File: src/rtl/neuron_pkg.sv
// Shared neuron definitions: weight width, timestep FSM encoding and the
// saturating helper used by both the dendrite integrator and the soma.
package neuron_pkg;

    localparam int unsigned W_W   = 8;
    localparam int unsigned CNT_W = 8;

    typedef enum logic [1:0] {
        ACCUM = 2'd0,
        DRAIN = 2'd1,
        EMIT  = 2'd2
    } step_state_t;

    // Saturate v into [lo, hi]; doubles as the output clamp with lo = 0.
    function automatic int sat_int(input int v, input int lo, input int hi);
        return (v < lo) ? lo : ((v > hi) ? hi : v);
    endfunction

endpackage

File: src/rtl/synapse_weight_ram.sv
// Synaptic weight register file: one write port, one registered read port,
// read-before-write on an address collision. Entry = {inhibitory, magnitude}.
module synapse_weight_ram #(
    parameter int unsigned N_SYN = 16,
    parameter int unsigned AW    = $clog2(N_SYN),
    parameter int unsigned DW    = 9
) (
    input  logic          clk,
    input  logic          rst,
    input  logic          wr_en,
    input  logic [AW-1:0] wr_addr,
    input  logic [DW-1:0] wr_data,
    input  logic          rd_en,
    input  logic [AW-1:0] rd_addr,
    output logic [DW-1:0] rd_data
);

    logic [DW-1:0] mem [N_SYN];
    logic          wr_ok;
    logic          rd_ok;

    if (N_SYN < (2 ** AW)) begin : g_range
        assign wr_ok = (32'(wr_addr) < N_SYN);
        assign rd_ok = (32'(rd_addr) < N_SYN);
    end else begin : g_full
        assign wr_ok = 1'b1;
        assign rd_ok = 1'b1;
    end

    always_ff @(posedge clk or negedge rst) begin
        if (!rst) begin
            mem     <= '{default: '0};
            rd_data <= '0;
        end else begin
            if (wr_en && wr_ok) mem[wr_addr] <= wr_data;
            if (rd_en) rd_data <= rd_ok ? mem[rd_addr] : '0;
        end
    end

endmodule

File: src/rtl/dendrite_integrator.sv
// Dendrite integrator: accepts presynaptic address events, accumulates signed
// synaptic weights per timestep and hands the soma a clamped sum and event count.
module dendrite_integrator #(
    parameter int unsigned N_SYN  = 16,
    parameter int unsigned AW     = $clog2(N_SYN),
    parameter int unsigned W_W    = neuron_pkg::W_W,
    parameter int unsigned ACC_IW = W_W + 4
) (
    input  logic           clk,
    input  logic           rst,
    input  logic           ev_valid,
    output logic           ev_ready,
    input  logic [AW-1:0]  ev_addr,
    input  logic           gate,
    input  logic           tick,
    input  logic           wr_en,
    input  logic [AW-1:0]  wr_addr,
    input  logic [W_W-1:0] wr_data,
    input  logic           wr_inh,
    output logic           out_valid,
    output logic [W_W-1:0] out_weight,
    output logic [7:0]     out_count,
    output logic           tick_overrun
);

    import neuron_pkg::*;

    localparam int ACC_MAX = (1 <<< (ACC_IW - 1)) - 1;
    localparam int ACC_MIN = -(1 <<< (ACC_IW - 1));
    localparam int OUT_MAX = (1 <<< W_W) - 1;

    step_state_t             state, state_nxt;
    logic                    pend, pend_nxt;
    logic                    overrun_nxt;
    logic                    accept;
    logic                    ev_oob;
    logic                    s1_valid, s1_gate, s1_oob;
    logic [W_W:0]            s1_entry;
    logic signed [ACC_IW-1:0] acc, acc_nxt;
    logic [7:0]              cnt, cnt_nxt;
    int                      delta;

    assign accept = ev_valid & ev_ready;

    if (N_SYN < (2 ** AW)) begin : g_oob
        assign ev_oob = (32'(ev_addr) >= N_SYN);
    end else begin : g_no_oob
        assign ev_oob = 1'b0;
    end

    synapse_weight_ram #(
        .N_SYN (N_SYN),
        .AW    (AW),
        .DW    (W_W + 1)
    ) u_ram (
        .clk     (clk),
        .rst     (rst),
        .wr_en   (wr_en),
        .wr_addr (wr_addr),
        .wr_data ({wr_inh, wr_data}),
        .rd_en   (accept),
        .rd_addr (ev_addr),
        .rd_data (s1_entry)
    );

    // Stage 2: fold the retiring stage-1 event into the running sum and count.
    always_comb begin
        delta = 0;
        if (s1_valid && !s1_gate && !s1_oob)
            delta = s1_entry[W_W] ? -int'(s1_entry[W_W-1:0]) : int'(s1_entry[W_W-1:0]);
        acc_nxt = ACC_IW'(sat_int(int'(acc) + delta, ACC_MIN, ACC_MAX));
        cnt_nxt = (s1_valid && cnt != 8'hFF) ? cnt + 8'd1 : cnt;
    end

    always_comb begin
        state_nxt   = state;
        pend_nxt    = pend;
        overrun_nxt = tick_overrun;
        unique case (state)
            ACCUM: if (tick || pend) begin
                state_nxt = DRAIN;
                pend_nxt  = tick && pend;
            end
            DRAIN:   state_nxt = EMIT;
            EMIT:    state_nxt = ACCUM;
            default: state_nxt = ACCUM;
        endcase
        // Only one tick can wait for the step in progress; a second is lost.
        if (state != ACCUM && tick) begin
            if (pend) overrun_nxt = 1'b1;
            else      pend_nxt    = 1'b1;
        end
    end

    always_ff @(posedge clk or negedge rst) begin
        if (!rst) begin
            state        <= ACCUM;
            pend         <= 1'b0;
            tick_overrun <= 1'b0;
            ev_ready     <= 1'b0;
            s1_valid     <= 1'b0;
            s1_gate      <= 1'b0;
            s1_oob       <= 1'b0;
            acc          <= '0;
            cnt          <= '0;
            out_valid    <= 1'b0;
            out_weight   <= '0;
            out_count    <= '0;
        end else begin
            state        <= state_nxt;
            pend         <= pend_nxt;
            tick_overrun <= overrun_nxt;
            ev_ready     <= (state_nxt == ACCUM);
            s1_valid     <= accept;
            s1_gate      <= gate;
            s1_oob       <= ev_oob;
            out_valid    <= (state == DRAIN);
            if (state == EMIT) begin
                acc <= '0;
                cnt <= '0;
            end else begin
                acc <= acc_nxt;
                cnt <= cnt_nxt;
            end
            // Results are captured from the final DRAIN update so they are valid during EMIT.
            if (state == DRAIN) begin
                out_weight <= W_W'(sat_int(int'(acc_nxt), 0, OUT_MAX));
                out_count  <= cnt_nxt;
            end
        end
    end

endmodule

File: config.mk
export PLATFORM = sky130hd
export DESIGN_NAME = dendrite_integrator
export DESIGN_NICKNAME = d
export VERILOG_FILES = /design/src/rtl/neuron_pkg.sv /design/src/rtl/synapse_weight_ram.sv /design/src/rtl/dendrite_integrator.sv
export SDC_FILE = /design/constraint.sdc
export NUM_CORES = 1
export LEC_CHECK = 0
export CAP_MARGIN = 20
export CORE_MARGIN = 4
export CORE_UTILIZATION = 55
export DETAILED_ROUTE_END_ITERATION = 8
export PLACE_DENSITY = 0.76
export SLEW_MARGIN = 20
export SYNTH_ARGS = -nofsm -noshare
export SYNTH_HDL_FRONTEND = slang
export SYNTH_HIERARCHICAL = 1
export SYNTH_SLANG_ARGS = --single-unit
export TNS_END_PERCENT = 1
File: constraint.sdc
create_clock -name clk -period 3.9 [get_ports clk]
set_input_delay 0.78 -clock clk [delete_from_list [all_inputs] [get_ports clk]]
set_output_delay 0.78 -clock clk [all_outputs]
set_load 0.02 [all_outputs]
==> metrics.txt <==
status complete, but fails checks; violated checks setup timing; clk slew on worst S/H paths 0.07 ns; Die X 143 um; Reg2Reg Depth 16; Seq cells post-synth 196; fin crit period 3.92 ns; TritonCTS clock tree yes; largest net degree at the start of global routing 111; wire length per cell 20.9 um; vias in the first global route 6939; Synth Flop Type dfrtp_1; initial DRC count 467; # diodes 0; Root Driver clkbuf_16; dpl ws -0.0605 ns; CP startpoint u_ram/rd_data[3]; critical path endpoint category flop; Final Hold Slack 0.429 ns; RSZ-0062 raised after global routing true; remaining global-route overflow 0; antenna violations before repair 0; Fmax 255 MHz; HPWL after DPL 15.5 mm; Ports 42; chip height 143 um; final net count 880; post-route core utilization 0.634; cells after synthesis 786; Area Overhead vs Synth 13.4%; Post-DRT Antenna Nets 0; DRC 0; number of library cell types mapped by synthesis 67; kind of critical path flop to flop; pwr dens 634 mW/mm2; slowest stage cell on the critical path dfrtp_1; die area 0.0206 mm2; Starting Density 0.559; IO buf count 41; R2R setup slack -0.02 ns; family with the most delay on the worst path simple AND/OR/NAND/NOR gates; GP Congestion 0.943; Core Region 0.0180 mm2; Max-Cap Viols 0; Fillers 1366; Buf+Inv Stages, Crit Path 0; drt via density 6.17; Post-synth ARST share 1.00; Sequential Area 0.00491 mm2; Setup Skew 0.0110 ns; CTS sink cnt 196; number of synthesized flops with an enable pin 0; area of the multi-input gates 0.00504 mm2; total number of vias 6638; Placed Cells 1041; Setup crit start kind flop; Max transition margin 0.416; average cell area after synthesis 12.8 um2; CTS buffer count 17; Hold Path Class input pin to async pin; peak supply drop 0.000414 V; cell leakage power 4.89 nW; sequential share of the synthesized area 0.486; CP Max Fanout 5; max-slew violations 0; Rows 49; Max stage delay on crit path 0.39 ns; Tot GR Track Use 0.227; Clock Latency Late Sink 0.43 ns; Hold Vio Cnt, Final 0; fin worst setup slack -0.0166 ns; Worst Path Required 4.20 ns; first-pass GRT wire length 36.5 mm; Final period util 1.00; Ys Warns 6; Routed Wire Length 22.4 mm; final setup fails 2; Slew @ Worst Pin 0.876 ns; worst path cell trace nor3_2, nand2b_1, nor4_2, ha_1, mux2i_1, nor2_1, ha_1, a21o_1, a22o_1, or3_4, a31oi_4, mux2i_1, nor4_2, nand3_4, o311ai_4, o211ai_1; Synth Cell Area 0.0101 mm2; reg-to-reg critical path endpoint out_weight[2]; drt first pass iters 5; Post-Layout Cell Count 1075; Critical Path AT 4.22 ns; Bufs on Longest Clock Path 2; FF-to-FF Start u_ram/rd_data[3]; share of cells above drive strength 1 0.338; Syn Nets 832; H-tree depth 4
==> kinds of logic (layout without fill, tap and decap cells) <==
family                     count (synthesis)  after routing  share of synthesized area
adders and majority gates                 23             23                     0.0293
and+or+nand+nor                          170            170                     0.0943
xor gates and xnor gates                  24             24                     0.0208
muxes                                    197            197                      0.261
DFF                                      196            196                      0.486
AOI/OAI and AO/OA                        126            126                     0.0821
buffers and inverters                     50            110                     0.0257
==> cell usage in the layout, fill, tap and decap left out, types with 6 or more instances in the layout <==
master | synthesis | routed
o21ai_1 | 4 | 6
a21o_1 | 7 | 7
inv_1 | 10 | 10
nand3_1 | 8 | 8
o21ai_0 | 23 | 21
a21oi_1 | 34 | 33
mux2_2 | 135 | 135
xnor2_1 | 13 | 12
clkdlybuf4s50_1 | 0 | 38
mux2_4 | 9 | 9
ha_1 | 22 | 19
xor2_1 | 11 | 11
buf_4 | 6 | 28
mux4_2 | 36 | 36
nand2_1 | 44 | 43
o22ai_1 | 9 | 9
nand2b_1 | 6 | 6
and2_1 | 7 | 7
dfrtp_1 | 196 | 195
nor3_4 | 6 | 6
nor2_2 | 6 | 6
a31oi_1 | 7 | 7
mux2i_1 | 17 | 17
clkbuf_16 | 0 | 17
nor2_1 | 52 | 52
a221oi_1 | 9 | 9
==> layout make-up <==
type / count / area share
Timing Repair Buffer: 69 / 0.0537
Clock inverter: 14 / 0.0112
Inverter: 10 / 0.00328
Clock buffer: 17 / 0.0372
Multi-Input combinational cell: 540 / 0.441
Tap cell: 229 / 0.0251
Sequential cell: 196 / 0.429
==> synth_stat cells (all sizes together), types with 13 or more instances <==
cell type	number	area [um2]
ha	22	275
mux4	36	811
a21oi	34	170
mux2i	17	170
mux2	144	1660
nor3	14	138
nand2	45	176
o21ai	27	135
nor2	58	233
xnor2	13	114
buf	24	161
clkbuf	16	60.1
dfrtp	196	4900
==> registers in the layout, indices dropped and copies added, names as in the netlist <==
signal / cells
cnt: 8
u_ram/rd_data: 9
out_valid: 1
ev_ready: 1
out_weight: 8
state: 1
s1_gate: 1
tick_overrun: 1
u_ram/mem: 144
s1_valid: 1
acc: 12
pend: 1
out_count: 8
==> power breakdown <==
| group | switching [mW] | internal, mW | leakage (nW) |
|---|---|---|---|
| Clock | 0.789 | 0.834 | 0.268 |
| Combinational | 1.44 | 1.26 | 2.24 |
| Sequential | 0.343 | 2.58 | 2.39 |
| Total | 2.57 | 4.68 | 4.89 |
==> timing repair <==
action,in CTS,in global routing
gates resized for setup,2,23
pin swaps,2,9
setup endpoints to repair,18,19
hold buffers,0,0
buffers inserted,1,2
==> metrics by stage <==
stage                     TNS [ns]  power [mW]  area [um2]
final                      -0.0241        7.25       11400
after global routing         -3.32        7.67       11400
after CTS                  -0.0644        7.14       11300
after detailed placement    -0.331        5.48       10700
after global placement           0        5.35       10700
after floorplan                  0        4.68       10100
==> per-layer routing <==
metal | share of wire | vias to the layer above | global-route usage | wire length [um]
li1 | - | 2992 | - | -
met1 | 0.41 | 3411 | 0.288 | 9280
met2 | 0.53 | 188 | 0.401 | 11800
met4 | 0.020 | 0 | 0.0659 | 459
met3 | 0.040 | 47 | 0.0426 | 888
met5 | 0 | - | 0 | 0
==> worst max path at each step <==
stage / end / cells past startpoint
5_1_grt: out_weight[3] / 17
2_1_floorplan: out_weight[2] / 14
4_1_cts: out_weight[6] / 16
3_3_place_gp: out_weight[6] / 16
3_5_place_dp: acc[5] / 16
6_report: out_weight[2] / 16
(Power assumes the default switching activity.)
